### src/rtl/sync_fifo.sv
// sync_fifo: single-clock FIFO with registered read data, occupancy count and empty/full flags.
// Optional sticky overflow/underflow outputs are included when FIFO_ERR_FLAGS_EN is defined.
module sync_fifo #(
    parameter int DATA_WIDTH = 8,
    parameter int DEPTH      = 64,
    parameter int CNT_WIDTH  = 8
) (
    input  logic                  clk,
    input  logic                  rst,
    input  logic [DATA_WIDTH-1:0] buf_in,
    input  logic                  wr_en,
    input  logic                  rd_en,
    output logic [DATA_WIDTH-1:0] buf_out,
    output logic                  buf_empty,
    output logic                  buf_full,
`ifdef FIFO_ERR_FLAGS_EN
    output logic                  overflow,
    output logic                  underflow,
`endif
    output logic [CNT_WIDTH-1:0]  fifo_counter
);
    localparam int PTR_WIDTH = $clog2(DEPTH);

    logic [DATA_WIDTH-1:0] r_mem [DEPTH];
    logic [PTR_WIDTH-1:0]  r_wr_ptr;
    logic [PTR_WIDTH-1:0]  r_rd_ptr;
    logic                  w_write_ok;
    logic                  w_read_ok;

    assign buf_empty  = fifo_counter == '0;
    assign buf_full   = fifo_counter == CNT_WIDTH'(DEPTH);
    assign w_write_ok = wr_en & ~buf_full;
    assign w_read_ok  = rd_en & ~buf_empty;

    // Storage has no reset; only accepted writes touch it.
    always_ff @(posedge clk) begin
        if (w_write_ok) r_mem[r_wr_ptr] <= buf_in;
    end

    // Pointers, read data and occupancy; pointers wrap naturally as DEPTH is a power of two.
    always_ff @(posedge clk or negedge rst) begin
        if (!rst) begin
            r_wr_ptr     <= '0;
            r_rd_ptr     <= '0;
            buf_out      <= '0;
            fifo_counter <= '0;
        end else begin
            if (w_write_ok) r_wr_ptr <= r_wr_ptr + PTR_WIDTH'(1);
            if (w_read_ok) begin
                buf_out  <= r_mem[r_rd_ptr];
                r_rd_ptr <= r_rd_ptr + PTR_WIDTH'(1);
            end
            if (w_write_ok && !w_read_ok) fifo_counter <= fifo_counter + CNT_WIDTH'(1);
            else if (w_read_ok && !w_write_ok) fifo_counter <= fifo_counter - CNT_WIDTH'(1);
        end
    end

`ifdef FIFO_ERR_FLAGS_EN
    // Sticky error flags; a write at full is never rescued by a same-edge read, since acceptance uses pre-edge flags.
    always_ff @(posedge clk or negedge rst) begin
        if (!rst) begin
            overflow  <= 1'b0;
            underflow <= 1'b0;
        end else begin
            if (wr_en && buf_full) overflow <= 1'b1;
            if (rd_en && buf_empty) underflow <= 1'b1;
        end
    end
`endif
endmodule

### config.mk
export PLATFORM = sky130hd
export DESIGN_NAME = sync_fifo
export DESIGN_NICKNAME = d
export VERILOG_FILES = /design/src/rtl/sync_fifo.sv
export SDC_FILE = /design/constraint.sdc
export NUM_CORES = 1
export LEC_CHECK = 0
export CORE_ASPECT_RATIO = 0.75
export CORE_MARGIN = 5
export CORE_UTILIZATION = 45
export DETAILED_ROUTE_END_ITERATION = 8
export GPL_ROUTABILITY_DRIVEN = 0
export PLACE_DENSITY = 0.72
export REMOVE_ABC_BUFFERS = 1
export SYNTH_ARGS = -nofsm -noshare
export SYNTH_HDL_FRONTEND = slang
export SYNTH_SLANG_ARGS = --single-unit
### constraint.sdc
create_clock -name clk -period 3.4 [get_ports clk]
set_input_delay 0.68 -clock clk [delete_from_list [all_inputs] [get_ports clk]]
set_output_delay 0.68 -clock clk [all_outputs]
set_load 0.1 [all_outputs]
==> impl_metrics.env <==
export IMPL_endpoint_kind="flip-flop"
export IMPL_hp_class="reg -> reg"
export IMPL_critical_path_class="reg -> reg"
export IMPL_min_period_over_period_pct=87.4
export IMPL_critPathLaunchType="flip-flop"
export IMPL_synth_mux_area_share_pct=14.4
export IMPL_hold_end="buf_out[6]"
export IMPL_firstDrtPassIters=5
export IMPL_syn_cell_area_mm2=0.0216
export IMPL_synth_yosys_seq_area_share_pct=74.4
export IMPL_numCtsBuffers=49
export IMPL_highest_layer="met4"
export IMPL_wl_um=46400
export IMPL_n_fill_cell=3739
export IMPL_p_leak_uw=0.00825
export IMPL_ctsResizeCount=0
export IMPL_drt_vias_per_instance=5.62
export IMPL_dr_wl_met2_um=21000
export IMPL_cts_sinks=540
export IMPL_final_nets=1275
export IMPL_antenna_found_initial=0
export IMPL_path_clk_slew_ns=0.06
export IMPL_postCtsSetupBuffers=0
export IMPL_area_growth_pct=14.1
export IMPL_timing_hold_violations_final=0
export IMPL_slew_violations=0
export IMPL_ctsHoldBuffers=0
export IMPL_start_util_pct=45.5
export IMPL_hold_start="buf_out[6]"
export IMPL_grt_usage_pct=17.5
export IMPL_antennaDiodeCount=0
export IMPL_grt_pass1_wl_um=70500
export IMPL_min_path_cells=2
export IMPL_synth_top_family_by_area="multiplexers"
export IMPL_cts_tree="yes"
export IMPL_met3WireLength_um=4000
export IMPL_ys_warn_count=0
export IMPL_dieArea_mm2=0.0526
export IMPL_dp_slack_ns=0.152
export IMPL_htreeDepth=2
export IMPL_powerDensity_mw_per_mm2=814
export IMPL_status="completed"
export IMPL_avgRoutedWirePerCell_um=24.0
export IMPL_cts_max_path_buffers=3
export IMPL_synth_compound_area_share_pct=4.02
export IMPL_drive_gt1_share_pct=24.5
export IMPL_die_w_um=263
export IMPL_drt_iter0_drc=1283
export IMPL_ios=30
export IMPL_r2r_end="fifo_counter[7]"
export IMPL_vdd_drop_max_v=0.000493
export IMPL_gr_total_overflow=0
export IMPL_ys_flop_type="edfxtp_1"
export IMPL_drtAntennaViolNets=0
export IMPL_reg2reg_slack_ns=0.43
export IMPL_syn_avg_cell_area_um2=19.3
export IMPL_cts_root_buffer="clkbuf_16"
export IMPL_rsz0062_at_grt="false"
export IMPL_slew_headroom_pct=35.4
export IMPL_grt_pass1_vias=11100
export IMPL_coreArea_mm2=0.0475
export IMPL_total_power_uw=20100
export IMPL_die_h_um=200
export IMPL_drc=0
export IMPL_critPathArrivalTime_ns=3.46
export IMPL_drt_met1_wl_um=20600
export IMPL_numPortBuffers=29
export IMPL_fin_skew_ns=0.0216
export IMPL_row_count=69
export IMPL_syn_inst=1122
export IMPL_clock_latency_ns=0.58
export IMPL_path_max_fanout=7
export IMPL_dpl_hpwl_um=29300
export IMPL_finalSetupViolCount=0
export IMPL_ys_ff_latch=540
export IMPL_fmax_mhz=337
export IMPL_fin_util_pct=51.9
export IMPL_yosys_area_share_simple_pct=3.76
export IMPL_cap_viol_max_count=0
export IMPL_worst_slew_pin_slew_ns=0.969
export IMPL_vias=10900
export IMPL_rr_worst_depth=14
export IMPL_fin_ws_ns=0.430
export IMPL_grt_max_degree=65
export IMPL_ys_async_sr_fraction_pct=5.19
export IMPL_synth_fa_ha_area_share_pct=0.613
export IMPL_synth_edf_count=512
export IMPL_synth_xor_area_share_pct=0.648
export IMPL_rr_startpoint="fifo_counter[0]"
export IMPL_required_ns=3.89
export IMPL_synth_distinct_cells=52
export IMPL_fin_crit_ns=2.97
[final cells by class]
type                    instances  area [um2]  area share, %
clock buffers                  72        1360           5.53
clock inverters                18         199          0.806
inverters                       4        15.0         0.0609
multi-input cells             517        5070           20.6
flip-flops and latches        540       16100           65.2
well taps                     639         800           3.24
repair buffers                141        1130           4.60
[worst max-delay path, stage by stage, from the launching register on]
cell	delay, ns
dfrtp_1	0.46
nor3_1	0.33
nand2_1	0.10
nor2_1	0.14
nor2b_1	0.09
inv_2	0.06
ha_1	0.18
inv_1	0.15
ha_1	0.31
a21o_1	0.18
a21oi_1	0.26
o211ai_1	0.17
and3_1	0.19
o21bai_1	0.16
xnor2_1	0.13
[synthesized netlist by cell type (4+ instances only)]
cell / count / share of area [%]
edfxtp_1: 512 / 71
nor2_1: 90 / 1.6
mux2i_1: 88 / 4.1
mux4_2: 82 / 8.5
nand2_1: 42 / 0.73
a21oi_1: 32 / 0.74
dfrtp_1: 28 / 3.2
a22oi_1: 24 / 0.83
buf_2: 19 / 0.44
mux4_1: 14 / 1.7
nor2b_1: 13 / 0.38
nor3_1: 13 / 0.30
clkbuf_1: 11 / 0.19
xnor2_1: 10 / 0.41
ha_1: 9 / 0.52
o21ai_1: 9 / 0.21
o221ai_1: 8 / 0.32
o22ai_1: 8 / 0.23
o31ai_2: 8 / 0.46
o41ai_1: 8 / 0.32
buf_1: 7 / 0.12
buf_4: 7 / 0.24
buf_6: 7 / 0.36
o21ai_0: 7 / 0.16
buf_12: 6 / 0.56
xor2_1: 6 / 0.24
nand2b_1: 5 / 0.14
nand3_1: 5 / 0.12
a211oi_1: 4 / 0.14
a211oi_2: 4 / 0.23
a21oi_2: 4 / 0.16
[report_power, final]
group          total [uW]  internal (uW)  leakage (uW)  switching [uW]
Sequential           8270           7680       0.00494             597
Combinational        6390           2530       0.00255            3860
Clock                5420           3090      0.000768            2330
Total               20100          13300       0.00825            6790
[state kept, by name, summed over array words and instances, names as in the netlist]
name and cells:
buf_out 8, r_wr_ptr 6, fifo_counter 8, r_mem 512, r_rd_ptr 6
[layout by cell type (no fill, tap or decap), types with 3 or more instances in the layout]
cell type / Yosys / routed
clkinv_2: 0 / 9
buf_2: 19 / 8
and3_1: 3 / 3
nor2_1: 90 / 90
nor3_1: 13 / 13
a211oi_1: 4 / 4
a21oi_2: 4 / 4
bufinv_16: 0 / 4
mux4_2: 82 / 82
nor2b_1: 13 / 13
o22ai_1: 8 / 8
inv_1: 3 / 3
a21oi_1: 32 / 32
buf_4: 7 / 123
ha_1: 9 / 9
clkbuf_8: 0 / 3
o21ai_0: 7 / 7
a211oi_2: 4 / 4
o31ai_2: 8 / 8
nand2b_1: 5 / 5
nand3_1: 5 / 5
nand2_1: 42 / 42
xnor2_1: 10 / 10
mux4_1: 14 / 14
clkdlybuf4s50_1: 0 / 3
edfxtp_1: 512 / 512
xor2_1: 6 / 6
o21ai_1: 9 / 9
clkbuf_1: 11 / 19
mux2i_1: 88 / 88
o221ai_1: 8 / 8
o41ai_1: 8 / 8
nand3b_1: 3 / 3
buf_12: 6 / 7
clkbuf_16: 0 / 50
a22oi_1: 24 / 24
dfrtp_1: 28 / 25
[per-stage QoR]
stage / hold WS [ns] / setup TNS, ns / instance area [um2] / cells
global placement: 0.474 / 0 / 23100 / 1841
global route: 0.517 / 0 / 24700 / 1931
detailed placement: 0.476 / 0 / 23100 / 1841
floorplan: 0.384 / -44.14 / 21200 / 1061
CTS: 0.492 / 0 / 24700 / 1931
finish: 0.490 / 0 / 24700 / 1931
[how the worst max path moves through the flow]
stage,startpoint,endpoint,slack (ns),cells past startpoint
floorplan,r_rd_ptr[0],buf_out[0],-2.84,6
global route,fifo_counter[0],fifo_counter[7],0.10,14
global placement,rd_en,fifo_counter[7],0.20,12
finish,fifo_counter[0],fifo_counter[7],0.43,14
detailed placement,wr_en,fifo_counter[7],0.15,12
CTS,fifo_counter[0],fifo_counter[7],0.44,14
[cell families after synthesis]
family,after synthesis
XOR/XNOR,16
buffers and inverters,65
AND/OR/NAND/NOR,183
flip-flops,540
multiplexers,186
AO/OA/AOI/OAI,122
adder cells (fa/ha/maj),10
[per-layer routing]
metal	track usage [%]	vias up
met1	26.1	5590
met3	4.67	69
met5	0	-
met4	3.70	0
met2	26.7	399
li1	-	4793
No activity file was read; power rests on OpenSTA's default activity.
==> patch, RTL diff (same flow settings) <==
The option `FIFO_ERR_FLAGS_EN` is turned on by a define.
--- a/src/rtl/sync_fifo.sv
+++ b/src/rtl/sync_fifo.sv
@@ -1,5 +1,7 @@
 // sync_fifo: single-clock FIFO with registered read data, occupancy count and empty/full flags.
 // Optional sticky overflow/underflow outputs are included when FIFO_ERR_FLAGS_EN is defined.
+`define FIFO_ERR_FLAGS_EN
+
 module sync_fifo #(
     parameter int DATA_WIDTH = 8,
     parameter int DEPTH      = 64,
Formal check against the unedited RTL (old outputs only; new: overflow and underflow): equivalent (equiv_simple and equiv_induct, registers matched by name and starting in step).
==> patch against the original RTL <==
Worst hold slack lost 0.33 ns; largest cell class unchanged; area after synthesis down 1.8%; routed wire length grew 2.9%; power increased by 1.7%; cell area is 0.51% lower; first-iteration DRC count grew 2.1%; fmax is 3.1% lower; largest power group unchanged; die area fell by 1.7%; sequential cell count is 2 higher; worst setup slack got worse by 0.094 ns; highest routed layer unchanged.
==> patch: results (changes against the original RTL) <==
Run status
  – Status: complete, no violations (unchanged)

Yosys
  – Count of cell types in the netlist: 47 (was 52)
  – Share of the yosys chip area belonging to registers: 76.0% (was 74.4%)
  – Leading cell types by total area after synthesis: sky130_fd_sc_hd__edfxtp_1 72%, sky130_fd_sc_hd__mux4_2 11%, sky130_fd_sc_hd__dfrtp_1 3.5% (was sky130_fd_sc_hd__edfxtp_1 71%, sky130_fd_sc_hd__mux4_2 8.5%, sky130_fd_sc_hd__mux2i_1 4.1%)
  – Most frequent cells after synthesis: 512 x sky130_fd_sc_hd__edfxtp_1, 108 x sky130_fd_sc_hd__mux4_2, 73 x sky130_fd_sc_hd__nor2_1 (was 512 x sky130_fd_sc_hd__edfxtp_1, 90 x sky130_fd_sc_hd__nor2_1, 88 x sky130_fd_sc_hd__mux2i_1)

Layout
  – Proportion of layout cells with a drive suffix above 1: 27.6% (was 24.5%)
  – Total number of nets in the final design: 1226 (was 1275)

Power and ir drop
  – Clk pwr: 5.70 mW (was 5.42 mW)
  – Net Switching: 6.82 mW (was 6.79 mW)
  – Peak supply drop: 455 uV (was 493 uV)
  – Lkg Pwr: 8.13 nW (was 8.25 nW)

Critical path
  – Register-to-Register Path Depth: 15 (was 14)
  – Register-to-register setup slack: 0.34 ns (was 0.43 ns)
  – Maximum fanout along the worst path: 5 (was 7)
  – Signal arrival time at the worst endpoint: 3.50 ns (was 3.46 ns)
  – Reg2reg end: fifo_counter[6] (was fifo_counter[7])

Timing
  – Worst slew pin tran: 1.28 ns (was 0.969 ns)
  – Hold WS: 0.165 ns (was 0.490 ns)
  – Clock Skews: 0.0112 ns (was 0.0216 ns)

GRT
  – Global-route total usage across every layer: 18.6% (was 17.5%)
  – First-pass GRT wire length: 71700 um (was 70500 um)

Place
  – Number of cells in the design after placement: 1782 (was 1841)
  – Post-Place Worst Slack: 0.0909 ns (was 0.152 ns)
  – Port Buf Inserts: 31 (was 29)

Route
  – Vias after detailed routing: 10900 (about the same)
  – Detailed Route Iter0 Violations: 1310 (was 1283)

Min path
  – Path type of the worst min-delay path: in2async (was reg2reg)

Clocking
  – Clock buffer count from CTS: 50 (was 49)
## patch: routing by layer
layer	wire length (um)	track usage, %	vias up
li1	-	-	4653
met1	20500	28.6	5648
met2	21100	26.9	555
met3	5070	4.93	74
met4	993	4.03	0
met5	0	0	-
## patch: layout make-up
cell class | count | area, um^2
timing repair buffer | 153 | 1210
fill | 3565 | 21800
multi-input combinational | 452 | 4730
clock buffer | 64 | 1370
tap | 630 | 788
inverter | 5 | 18.8
sequential | 542 | 16100
clock inverter | 29 | 302
## patch: cell families (layout without fill, tap and decap cells)
group / after synthesis / count (layout) / synth area share [%]
fa+ha+maj: 10 / 10 / 0.625
simple gates: 145 / 145 / 2.98
xor+xnor: 16 / 16 / 0.660
buf+inv: 64 / 251 / 1.82
mux: 154 / 154 / 13.6
flops: 542 / 542 / 76.0
compound gates: 127 / 127 / 4.30
## patch: repair_timing
item                                    4_1_cts  5_1_grt
hold endpoints to repair                      0        0
endpoints found under the setup margin        0        2
resized for setup                             0        1
